[src/rtl/add_pkg.sv]
// rtl/add_pkg.sv - shared types and widths for the add_sched block
// Contents:
//   WORD_W  : width of one adder pass
//   DWORD_W : width of a full operand/result
//   state_t : scheduler FSM states
package add_pkg;

  localparam int WORD_W  = 32;
  localparam int DWORD_W = 64;

  typedef enum logic [1:0] {
    IDLE = 2'd0,
    LO   = 2'd1,
    HI   = 2'd2,
    RESP = 2'd3
  } state_t;

endpackage

[src/rtl/add32_ci.sv]
// rtl/add32_ci.sv - combinational 32-bit adder with carry-in/carry-out
// Ports:
//   i_a, i_b : 32-bit operands
//   i_ci     : carry-in
//   o_sum    : 32-bit sum
//   o_co     : carry-out of bit 31
module add32_ci
  import add_pkg::*;
(
  input  logic [WORD_W-1:0] i_a,
  input  logic [WORD_W-1:0] i_b,
  input  logic              i_ci,
  output logic [WORD_W-1:0] o_sum,
  output logic              o_co
);

  localparam int NSLICE = WORD_W / 4;

  logic [NSLICE:0] w_c;

  assign w_c[0] = i_ci;

  // Slices are lookahead internally and chained slice-to-slice.
  for (genvar s = 0; s < NSLICE; s++) begin : g_slice
    add_cla4 u_cla4 (
      .i_a   (i_a[4*s +: 4]),
      .i_b   (i_b[4*s +: 4]),
      .i_ci  (w_c[s]),
      .o_sum (o_sum[4*s +: 4]),
      .o_co  (w_c[s+1])
    );
  end

  assign o_co = w_c[NSLICE];

endmodule

[src/rtl/add_cla4.sv]
// rtl/add_cla4.sv - 4-bit carry-lookahead adder slice
// Ports:
//   i_a, i_b : 4-bit operands
//   i_ci     : carry-in
//   o_sum    : 4-bit sum
//   o_co     : carry-out
module add_cla4 (
  input  logic [3:0] i_a,
  input  logic [3:0] i_b,
  input  logic       i_ci,
  output logic [3:0] o_sum,
  output logic       o_co
);

  logic [3:0] w_g;
  logic [3:0] w_p;
  logic [4:0] w_c;

  assign w_g = i_a & i_b;
  assign w_p = i_a ^ i_b;

  // Every internal carry is formed directly from generate/propagate terms.
  assign w_c[0] = i_ci;
  assign w_c[1] = w_g[0] | (w_p[0] & i_ci);
  assign w_c[2] = w_g[1] | (w_p[1] & w_g[0]) | (w_p[1] & w_p[0] & i_ci);
  assign w_c[3] = w_g[2] | (w_p[2] & w_g[1]) | (w_p[2] & w_p[1] & w_g[0])
                | (w_p[2] & w_p[1] & w_p[0] & i_ci);
  assign w_c[4] = w_g[3] | (w_p[3] & w_g[2]) | (w_p[3] & w_p[2] & w_g[1])
                | (w_p[3] & w_p[2] & w_p[1] & w_g[0])
                | (w_p[3] & w_p[2] & w_p[1] & w_p[0] & i_ci);

  assign o_sum = w_p ^ w_c[3:0];
  assign o_co  = w_c[4];

endmodule

[src/rtl/add_sched.sv]
// rtl/add_sched.sv - round-robin scheduler sharing one 32-bit adder for 64-bit add/sub
// Ports:
//   clk, rst           : clock, synchronous active-high reset
//   req_valid/req_ready: per-requester handshake (ready is one-hot, IDLE only)
//   req_sub            : per-requester op, 0 = a+b, 1 = a-b
//   req_a, req_b       : packed 64-bit operands, requester i at [64i+63:64i]
//   resp_valid/ready   : result handshake
//   resp_id            : owning requester index
//   resp_sum/carry     : 64-bit result and carry-out of bit 63
module add_sched
  import add_pkg::*;
#(
  parameter  int NREQ = 4,
  localparam int IDW  = (NREQ > 2) ? $clog2(NREQ) : 1
) (
  input  logic                 clk,
  input  logic                 rst,
  input  logic [NREQ-1:0]      req_valid,
  output logic [NREQ-1:0]      req_ready,
  input  logic [NREQ-1:0]      req_sub,
  input  logic [NREQ*64-1:0]   req_a,
  input  logic [NREQ*64-1:0]   req_b,
  output logic                 resp_valid,
  input  logic                 resp_ready,
  output logic [IDW-1:0]       resp_id,
  output logic [DWORD_W-1:0]   resp_sum,
  output logic                 resp_carry
);

  state_t              r_state;
  state_t              w_next;
  logic [IDW-1:0]      r_ptr;
  logic [IDW-1:0]      r_id;
  logic                r_sub;
  logic [DWORD_W-1:0]  r_a;
  logic [DWORD_W-1:0]  r_b;
  logic [WORD_W-1:0]   r_sum_lo;
  logic [WORD_W-1:0]   r_sum_hi;
  logic                r_c_lo;
  logic                r_c_hi;

  logic                w_found;
  logic [IDW-1:0]      w_win;
  logic [IDW:0]        w_idx;
  logic [IDW-1:0]      w_ptr_nxt;
  logic                w_accept;
  logic [WORD_W-1:0]   w_b_word;
  logic [WORD_W-1:0]   w_add_a;
  logic [WORD_W-1:0]   w_add_b;
  logic                w_add_ci;
  logic [WORD_W-1:0]   w_add_s;
  logic                w_add_co;

  // Round-robin search: ascending from the pointer, wrapping at NREQ.
  always_comb begin
    w_found = 1'b0;
    w_win   = '0;
    w_idx   = '0;
    for (int k = 0; k < NREQ; k++) begin
      w_idx = {1'b0, r_ptr} + (IDW+1)'(k);
      if (w_idx >= (IDW+1)'(NREQ)) begin
        w_idx = w_idx - (IDW+1)'(NREQ);
      end
      if (!w_found && req_valid[w_idx[IDW-1:0]]) begin
        w_found = 1'b1;
        w_win   = w_idx[IDW-1:0];
      end
    end
  end

  assign w_ptr_nxt  = (w_win == IDW'(NREQ-1)) ? '0 : w_win + IDW'(1);
  assign w_accept   = (r_state == IDLE) && w_found && !rst;
  assign req_ready  = w_accept ? (NREQ'(1) << w_win) : '0;
  assign resp_valid = (r_state == RESP) && !rst;

  // Subtraction is a + ~b + 1: the +1 enters as the low-pass carry-in,
  // the high pass always continues with the registered low carry.
  always_comb begin
    w_add_a  = (r_state == HI) ? r_a[63:32] : r_a[31:0];
    w_b_word = (r_state == HI) ? r_b[63:32] : r_b[31:0];
    w_add_b  = r_sub ? ~w_b_word : w_b_word;
    w_add_ci = (r_state == HI) ? r_c_lo : r_sub;
  end

  add32_ci u_add32_ci (
    .i_a   (w_add_a),
    .i_b   (w_add_b),
    .i_ci  (w_add_ci),
    .o_sum (w_add_s),
    .o_co  (w_add_co)
  );

  always_comb begin
    w_next = r_state;
    unique case (r_state)
      IDLE:    if (w_accept)   w_next = LO;
      LO:                      w_next = HI;
      HI:                      w_next = RESP;
      RESP:    if (resp_ready) w_next = IDLE;
      default:                 w_next = IDLE;
    endcase
  end

  always_ff @(posedge clk) begin
    if (rst) begin
      r_state  <= IDLE;
      r_ptr    <= '0;
      r_id     <= '0;
      r_sub    <= 1'b0;
      r_a      <= '0;
      r_b      <= '0;
      r_sum_lo <= '0;
      r_sum_hi <= '0;
      r_c_lo   <= 1'b0;
      r_c_hi   <= 1'b0;
    end else begin
      r_state <= w_next;
      unique case (r_state)
        IDLE: begin
          if (w_accept) begin
            r_id  <= w_win;
            r_sub <= req_sub[w_win];
            r_a   <= req_a[w_win*64 +: 64];
            r_b   <= req_b[w_win*64 +: 64];
            r_ptr <= w_ptr_nxt;
          end
        end
        LO: begin
          r_sum_lo <= w_add_s;
          r_c_lo   <= w_add_co;
        end
        HI: begin
          r_sum_hi <= w_add_s;
          r_c_hi   <= w_add_co;
        end
        default: ;
      endcase
    end
  end

  assign resp_id    = r_id;
  assign resp_sum   = {r_sum_hi, r_sum_lo};
  assign resp_carry = r_c_hi;

endmodule

[config.mk]
export PLATFORM = sky130hd
export DESIGN_NAME = add_sched
export DESIGN_NICKNAME = d
export VERILOG_FILES = /design/src/rtl/add_pkg.sv /design/src/rtl/add32_ci.sv /design/src/rtl/add_cla4.sv /design/src/rtl/add_sched.sv
export SDC_FILE = /design/constraint.sdc
export NUM_CORES = 1
export LEC_CHECK = 0
export CORE_AREA = 4 4 232 234
export CTS_CLUSTER_DIAMETER = 50
export DETAILED_ROUTE_END_ITERATION = 8
export DIE_AREA = 0 0 236 238
export PLACE_DENSITY_LB_ADDON = 0.25
export RECOVER_POWER = 50
export SLEW_MARGIN = 0
export SYNTH_ARGS = -nofsm -noshare
export SYNTH_HDL_FRONTEND = slang
export SYNTH_SLANG_ARGS = --single-unit
[constraint.sdc]
create_clock -name clk -period 8.7 [get_ports clk]
set_input_delay 1.74 -clock clk [delete_from_list [all_inputs] [get_ports clk]]
set_output_delay 1.74 -clock clk [all_outputs]
set_load 0.01 [all_outputs]
==> flow_summary.json, run 1 <==
{
  "status": "finished with violations",
  "violations": "capacitance limit, slew limit",
  "dominantRegCellSynth": "dfxtp_1",
  "placed_cell_area_mm2": 0.0193,
  "slew_headroom_pct": -156,
  "multi_input_area_mm2": 0.00816,
  "grt_pass1_wl_um": 87400,
  "synth-xor-area-share_pct": 3.40,
  "synth_top_cell_area_share_pct": 31.3,
  "wl_per_cell_um": 21.0,
  "synth_top_family_by_area": "compound AO/OA/AOI/OAI gates",
  "ir_drop_v": 0.000318,
  "syn_nets": 2240,
  "seqPwrFrac_pct": 21.9,
  "crit_arrival_ns": 5.57,
  "grt_pass1_vias": 14200,
  "netSwitchingPower_mw": 3.57,
  "postSynthAreaPerCell_um2": 7.72,
  "clockBufferDepth": 3,
  "vias_per_cell": 4.88,
  "clock_power_share_pct": 16.5,
  "dp_hpwl_um": 47800,
  "critPathLaunchType": "primary input",
  "gr-total-overflow": 0,
  "grt_max_degree": 137,
  "skew_ns": 0.0116,
  "max_freq_mhz": 137,
  "setup-tns-final_ns": 0,
  "ioPinCount": 595,
  "post-cts-setup-buffer-count": 0,
  "critPathMaxStageDelay_ns": 1.34,
  "synth_seq_area_share_pct": 31.3,
  "io_buffers": 594,
  "finalNetCount": 2737,
  "min_period_ns": 7.31,
  "synthAdderAreaFrac_pct": 5.23,
  "cp_data_required_time_ns": 6.96,
  "setup-violations-final": 0,
  "path_cells": "dlygate4sd3_1 -> a21oi_1 -> o21ai_0 -> o2bb2ai_4 -> buf_4 -> inv_1 -> ha_1 -> and2_1 -> clkdlybuf4s50_1",
  "p_leak_nw": 7.97,
  "die_w_um": 236,
  "postCtsHoldBufs": 0,
  "path_max_fanout": 54,
  "design.die.area_mm2": 0.0562,
  "vias": 14000,
  "yosysWarnings": 0,
  "hold_path.class": "flop to flop",
  "period_share_pct": 84.0,
  "yosysUniqueCellTypes": 65,
  "fin_ws_ns": 1.39,
  "slew_violations": 296,
  "fp.coreArea_mm2": 0.0520,
  "synthArstFlopShare_pct": 0,
  "synth_mux_area_share_pct": 11.8,
  "rows": 84,
  "wirelength_um": 60400,
  "worst-path-buf-inv": 4,
  "p_total_mw": 7.49,
  "switching_share_pct": 47.6,
  "synthTopCellsByCount": "352 x nand2_1, 201 x dfxtp_1, 196 x a21oi_1",
  "route.detailed.drc": 0,
  "die_h_um": 238,
  "final-seq-area_mm2": 0.00403,
  "synth_area_leaders": "dfxtp_1 31%, nand2_1 10%, mux2i_1 9.5%",
  "start_util_pct": 24.7,
  "path_class": "primary input to primary output",
  "synth_edf_count": 0,
  "finalInstanceArea_mm2": 0.0202,
  "cp_top_family": "buffers and inverters",
  "syn2layout_area_growth_pct": 57.1,
  "grt_setup_unrepaired": "no",
  "cts_tree": "done",
  "pwr-share-comb_pct": 61.6,
  "cts_buffers": 30,
  "critPathSlowestCell": "inv_1",
  "clock_latency_ns": 0.56,
  "timing_hold_violations_final": 0,
  "tightest_slew_ns": 3.84,
  "cts_root_buf": "clkbuf_16",
  "endpoint_kind": "primary output",
  "yosys.area_share.simple_pct": 20.7,
  "cap_violations": 5,
  "cts.sinks": 201,
  "ant_nets": 0,
  "synth_compound_area_share_pct": 22.0,
  "first_pass_iters": 4,
  "gp_congestion": 0.850,
  "synth_seq_cells": 201,
  "path_clk_slew_ns": 0.06,
  "cts_resized": 0,
  "p_int_mw": 3.92,
  "drive_gt1_share_pct": 4.85,
  "powerDensity_mw_per_mm2": 370,
  "antenna_found_initial": 1,
  "htreeDepth": 1,
  "grt_usage_pct": 20.1,
  "synth_most_common_cell": "nand2_1",
  "netlist_area_mm2": 0.0129,
  "netlist.top_cell.by_area": "dfxtp_1",
  "fillers": 5360,
  "first_iter_violations": 751,
  "post-place-ws_ns": 1.91,
  "syn_inst": 1668
}
==> final timing paths <==
check | from | end | slack (ns) | cells after the start
max | req_valid[0] | req_ready[3] | 1.39 | 9
min | resp_id[1] | resp_id[1] | 0.45 | 2
max reg2reg | r_state[0] | r_sum_hi[28] | 2.36 | 16
min reg2reg | resp_id[1] | resp_id[1] | 0.45 | 2
==> kinds of logic (layout without fill, tap and decap cells) <==
family                     count (synthesis)  count (layout)
AOI/OAI and AO/OA                        430             430
xor gates and xnor gates                  50              50
adders and majority gates                 49              49
buffers and inverters                    175             694
DFF                                      201             201
muxes                                    147             147
other                                      0               1
and+or+nand+nor                          616             616
==> area by class of cell <==
type                       count  area share (%)
inverter                      35           0.687
antenna                        1          0.0124
clock buffer                  34            3.89
tap                          688            4.26
sequential                   201            19.9
timing repair buffer         605            29.8
clock inverter                20            1.15
multi-input combinational   1292            40.3
==> worst min-delay path: cells and delay by family (launching register included) <==
family           cells  cell delay, ns
DFF                  1            0.31
and+or+nand+nor      2            0.09
==> through the flow <==
step / utilization, % / cells / hold slack (ns)
3_5_place_dp: 37.0 / 2821 / 0.437
3_3_place_gp: 37.0 / 2821 / 0.433
4_1_cts: 39.0 / 2875 / 0.449
5_1_grt: 38.9 / 2875 / 0.464
6_report: 38.9 / 2876 / 0.450
2_1_floorplan: - / 1668 / 0.432
==> power groups by stage <==
stage	clock, mW	sequential [mW]	combinational, mW
finish	1.23	1.64	4.61
global route	1.30	1.70	5.08
CTS	1.27	1.66	4.69
detailed placement	0	1.68	4.67
global placement	0	1.67	4.61
floorplan	0	1.55	3.00
==> placed cells by master (no fill, tap or decap), types with 12 or more instances in the layout <==
| cell type | instances |
|---|---|
| a211oi_1 | 20 |
| a21oi_1 | 195 |
| a221oi_1 | 66 |
| a311o_1 | 48 |
| and3_1 | 49 |
| clkbuf_16 | 31 |
| clkdlybuf4s50_1 | 525 |
| dfxtp_1 | 200 |
| dlygate4sd3_1 | 68 |
| ha_1 | 40 |
| inv_1 | 32 |
| mux2_2 | 24 |
| mux2i_1 | 122 |
| nand2_1 | 351 |
| nand3_1 | 12 |
| nor2_1 | 138 |
| o21ai_0 | 55 |
| xnor2_1 | 43 |
==> routing by layer <==
| metal | part of all wire (%) | track usage [%] | wire (µm) | vias up |
|---|---|---|---|---|
| met3 | 5.8 | 3.93 | 3480 | 64 |
| met5 | 0 | 0 | 0 | - |
| li1 | - | - | - | 6936 |
| met2 | 50 | 35.8 | 30100 | 418 |
| met4 | 2.4 | 4.47 | 1440 | 0 |
| met1 | 42 | 25.2 | 25400 | 6613 |
==> sequential cells by signal, summed over array words and instances (netlist names), 2 cells and up <==
name,count
r_state,2
r_ptr,2
r_sum_hi,32
r_b,64
resp_id,2
r_sum_lo,32
r_a,64
Note: power is estimated with default switching activity, not from simulation.
==> run 2, diff against run 1 <==
Clock period 8.7 ns to 6.2 ns, I/O delays scaled along.
==> run 2 against run 1 <==
  * Critical path type unchanged
  * Worst setup slack lost 0.63 ns
  * Sequential cell count unchanged
  * The run still ends with capacitance limit, slew limit left
  * Final area increased by 1.4%
  * Power is 44% higher
==> flow_summary.json, run 2 (synthesis results as in run 1) <==
{
  "wirelength_um": 61600,
  "hold_path.class": "flop to flop",
  "whs_endpoint": "resp_id[1]",
  "grt_max_degree": 104,
  "ir_drop_v": 0.000286,
  "slew_violations": 208,
  "powerDensity_mw_per_mm2": 526,
  "setup-violations-final": 0,
  "r2r_cells": 17,
  "max_freq_mhz": 184,
  "reg.largest.list": "r_a x64, r_b x64",
  "antenna_found_initial": 1,
  "path_max_fanout": 56,
  "timing_hold_violations_final": 0,
  "critPathLaunchType": "primary input",
  "n_antenna_cell": 0,
  "clock_latency_ns": 0.53,
  "htreeDepth": 2,
  "ant_nets": 0,
  "wl_per_cell_um": 21.3,
  "clockBufferDepth": 3,
  "hold-path-cell-count": 2,
  "skew_ns": 0.0176,
  "ioPinCount": 595,
  "top_layer": "met4",
  "r2r_end": "r_sum_lo[29]",
  "postCtsHoldBufs": 0,
  "fp.coreArea_mm2": 0.0520,
  "path_class": "primary input to primary output",
  "grt_setup_unrepaired": "no",
  "dr_wl_met3_um": 3190,
  "met1_length_um": 26000,
  "io_buffers": 594,
  "fin_util_pct": 39.4,
  "status": "finished with violations",
  "cp_data_required_time_ns": 4.96,
  "cts_root_buf": "clkbuf_16",
  "die_w_um": 236,
  "p_leak_nw": 8.09,
  "vias": 14300,
  "fillers": 5310,
  "worstReg2RegStart": "r_state[0]",
  "rows": 84,
  "path_clk_slew_ns": 0.05,
  "drive_gt1_share_pct": 5.99,
  "endpoint_kind": "primary output",
  "grt_usage_pct": 20.7,
  "start_util_pct": 24.7,
  "vias_per_cell": 4.95,
  "first_pass_iters": 5,
  "first_iter_violations": 716,
  "design.die.area_mm2": 0.0562,
  "ff2ff_setup_slack_ns": 1.32,
  "multi_input_area_mm2": 0.00818,
  "grt_pass1_wl_um": 89500,
  "route.detailed.drc": 0,
  "grt_pass1_vias": 14800,
  "final_cell_mix": "525 x clkdlybuf4s50_1, 351 x nand2_1, 200 x dfxtp_1",
  "min_period_ns": 5.43,
  "setup-tns-final_ns": 0,
  "cts_tree": "done",
  "cts_resized": 0,
  "post-cts-setup-buffer-count": 0,
  "crit_arrival_ns": 4.19,
  "dp_hpwl_um": 48600,
  "period_share_pct": 87.6,
  "cts.sinks": 201,
  "cts_buffers": 37,
  "wl_met2_um": 30700,
  "tightest_slew_ns": 1.81,
  "gp_congestion": 0.884,
  "gr-total-overflow": 0,
  "cap_violations": 3,
  "syn2layout_area_growth_pct": 59.3,
  "finalNetCount": 2749,
  "mostFrequentLayoutCell": "clkdlybuf4s50_1",
  "final-seq-area_mm2": 0.00403,
  "min_from": "resp_id[1]",
  "violations": "capacitance limit, slew limit",
  "die_h_um": 238,
  "slew_headroom_pct": -20.9
}
run 2: worst max-delay path by stage:
stage / endpoint / startpoint / cells past startpoint
4_1_cts: req_ready[3] / req_valid[3] / 9
3_5_place_dp: req_ready[3] / req_valid[3] / 9
2_1_floorplan: r_sum_lo[29] / r_state[0] / 20
3_3_place_gp: req_ready[3] / req_valid[3] / 9
6_report: req_ready[2] / req_valid[1] / 6
5_1_grt: req_ready[2] / req_valid[1] / 6
run 2: final cells by class:
| type | count | share of cell area (%) |
|---|---|---|
| Sequential cell | 201 | 19.6 |
| Clock buffer | 43 | 5.03 |
| Tap cell | 688 | 4.20 |
| Inverter | 35 | 0.677 |
| Timing Repair Buffer | 610 | 29.6 |
| Clock inverter | 24 | 1.01 |
| Multi-Input combinational cell | 1292 | 39.9 |
run 2: power breakdown:
part	internal, mW	total [mW]	leakage, nW	switching [mW]
registers	1.88	2.33	1.65	0.452
clock network	1.25	2.00	0.595	0.748
logic	2.57	6.46	5.84	3.89
run 2: routing by layer:
layer	GRT usage (%)	up-vias
li1	-	6971
met1	25.7	6802
met2	36.7	468
met3	4.18	84
met4	5.43	0
met5	0	-
run 2: critical path, cell delays in order:
cell	delay, ns
dlygate4sd3_1	0.61
or4_1	0.80
nand2_8	0.44
nor2_1	0.27
and2_1	0.33
clkdlybuf4s50_1	0.50
run 2: through the flow:
step / hold slack [ns] / total power, mW / instances / cell area [µm²] / setup slack, ns
2_1_floorplan: 0.432 / 6.38 / 1668 / 12900 / 1.96
3_3_place_gp: 0.431 / 8.85 / 2826 / 19300 / 0.894
3_5_place_dp: 0.442 / 8.95 / 2826 / 19300 / 0.905
4_1_cts: 0.453 / 11.0 / 2893 / 20500 / 0.888
5_1_grt: 0.470 / 11.7 / 2893 / 20500 / 0.621
6_report: 0.446 / 10.8 / 2893 / 20500 / 0.766
==> run 3, diff against run 2 <==
Settings changed: CORE_AREA 4 4 232 234 to not set, CORE_MARGIN set to 4, CORE_UTILIZATION set to 25, DIE_AREA 0 0 236 238 to not set, GPL_ROUTABILITY_DRIVEN set to 0, MAX_ROUTING_LAYER set to met4.
==> run 3 against run 2 <==
  * The run still ends with capacitance limit, slew limit left
  * Critical endpoint is now req_ready[3]
  * Sequential cell count did not move
  * Count of clock-buffer cells in the layout fell by 3
  * Critical path type unchanged
  * Highest routed layer unchanged
  * Register-to-register slack got worse by 0.22 ns
  * Core utilization rose by 0.86 points
  * Via count fell by 0.24%
  * Die area fell by 1.7%
  * Global-route usage rose by 0.84 points
  * Sequential share of layout area rose by 0.13 points
==> flow_summary.json, run 3 (synthesis results as in run 1) <==
{
  "cp-startpoint": "rst",
  "ant_nets": 0,
  "grt_pass1_wl_um": 89800,
  "postCtsHoldBufs": 0,
  "placedCellCount": 2813,
  "status": "finished with violations",
  "grt_setup_unrepaired": "no",
  "wirelength_um": 61500,
  "critPathLaunchType": "primary input",
  "p_leak_nw": 8.04,
  "whs_endpoint": "resp_id[1]",
  "htreeDepth": 2,
  "fp.coreArea_mm2": 0.0506,
  "endpoint_kind": "primary output",
  "max_freq_mhz": 186,
  "placed_cell_area_mm2": 0.0193,
  "vias_per_cell": 4.97,
  "ir_drop_v": 0.000287,
  "cap_violations": 3,
  "min_period_ns": 5.38,
  "cts_tree": "done",
  "ff2ff_setup_slack_ns": 1.10,
  "crit_arrival_ns": 4.14,
  "first_iter_violations": 719,
  "clockBufferDepth": 3,
  "cts_resized": 0,
  "grt_pass1_vias": 14700,
  "drive_gt1_share_pct": 5.72,
  "slew_headroom_pct": -47.5,
  "rows": 82,
  "dp_hpwl_um": 48900,
  "post-place-ws_ns": 1.05,
  "grt_max_degree": 102,
  "powerDensity_mw_per_mm2": 524,
  "fin_ws_ns": 0.816,
  "ioPinCount": 595,
  "finalInstanceArea_mm2": 0.0204,
  "setup-tns-final_ns": 0,
  "finalNetCount": 2749,
  "antenna_found_initial": 1,
  "grt_usage_pct": 21.5,
  "vias": 14300,
  "instances_no_fill": 2874,
  "cts_buffers": 34,
  "die_h_um": 235,
  "fillers": 5151,
  "r2r_end": "r_sum_lo[29]",
  "route.detailed.drc": 0,
  "die_w_um": 235,
  "path_clk_slew_ns": 0.05,
  "critPathSlowestCell": "clkbuf_2",
  "syn2layout_area_growth_pct": 58.3,
  "clock_latency_ns": 0.52,
  "slew_violations": 245,
  "timing_hold_violations_final": 0,
  "cts.sinks": 201,
  "io_buffers": 594,
  "hold-path-cell-count": 2,
  "mostFrequentLayoutCell": "clkdlybuf4s50_1",
  "hold_path.class": "flop to flop",
  "gr-total-overflow": 0,
  "path_cells": "clkbuf_2 -> nor2_1 -> and2_1 -> clkdlybuf4s50_1",
  "wl_per_cell_um": 21.4,
  "start_util_pct": 25.5,
  "cts_root_buf": "clkbuf_16",
  "design.die.area_mm2": 0.0552,
  "min_from": "resp_id[1]",
  "skew_ns": 0.0251,
  "setup-violations-final": 0,
  "cp_data_required_time_ns": 4.96,
  "reg.largest.list": "r_a x64, r_b x64",
  "path_class": "primary input to primary output",
  "worstReg2RegStart": "r_state[0]",
  "r2r_cells": 17,
  "final_cell_mix": "525 x clkdlybuf4s50_1, 352 x nand2_1, 200 x dfxtp_1",
  "period_share_pct": 86.8,
  "whs_ns": 0.445,
  "tightest_slew_ns": 2.21,
  "first_pass_iters": 5,
  "post-cts-setup-buffer-count": 0,
  "violations": "capacitance limit, slew limit",
  "path_max_fanout": 94,
  "critPathMaxStageDelay_ns": 1.43
}
[run 3: final cells by class]
| type | count | area [µm²] | share of cell area [%] |
|---|---|---|---|
| diodes | 1 | 2.50 | 0.0123 |
| clock buffers | 40 | 923 | 4.53 |
| clock inverters | 20 | 200 | 0.982 |
| inverters | 35 | 133 | 0.651 |
| multi-input cells | 1292 | 8180 | 40.1 |
| flip-flops and latches | 201 | 4030 | 19.8 |
| well taps | 672 | 841 | 4.13 |
| repair buffers | 613 | 6070 | 29.8 |
[run 3: how the worst max path moves through the flow]
stage,endpoint,slack [ns],cells after the start
2_1_floorplan,r_sum_lo[29],1.96,20
3_3_place_gp,req_ready[3],1.04,8
3_5_place_dp,req_ready[3],1.05,8
4_1_cts,req_ready[3],1.03,8
5_1_grt,r_b[4],0.51,5
6_report,req_ready[3],0.82,4
[run 3: critical path, delay by kind of cell]
family / cells / cell delay (ns)
buf+inv: 2 / 1.93
simple gates: 2 / 0.85
[run 3: through the flow]
stage | power (mW) | util [%]
after floorplan | 6.38 | -
after global placement | 8.87 | 38.2
after detailed placement | 8.96 | 38.2
after CTS | 10.9 | 40.4
after global routing | 11.5 | 40.3
final | 10.7 | 40.3
[run 3: where the power goes]
group,switching [mW],leakage [nW],internal [mW]
Sequential,0.458,1.65,1.88
Combinational,3.91,5.84,2.59
Clock,0.736,0.551,1.10
Total,5.10,8.04,5.57
[run 3: routing by layer]
layer | share of wire [%] | global-route usage, %
met1 | 43 | 26.4
met2 | 49 | 36.8
met3 | 4.9 | 3.68
met4 | 2.7 | 5.80
met5 | 0 | -
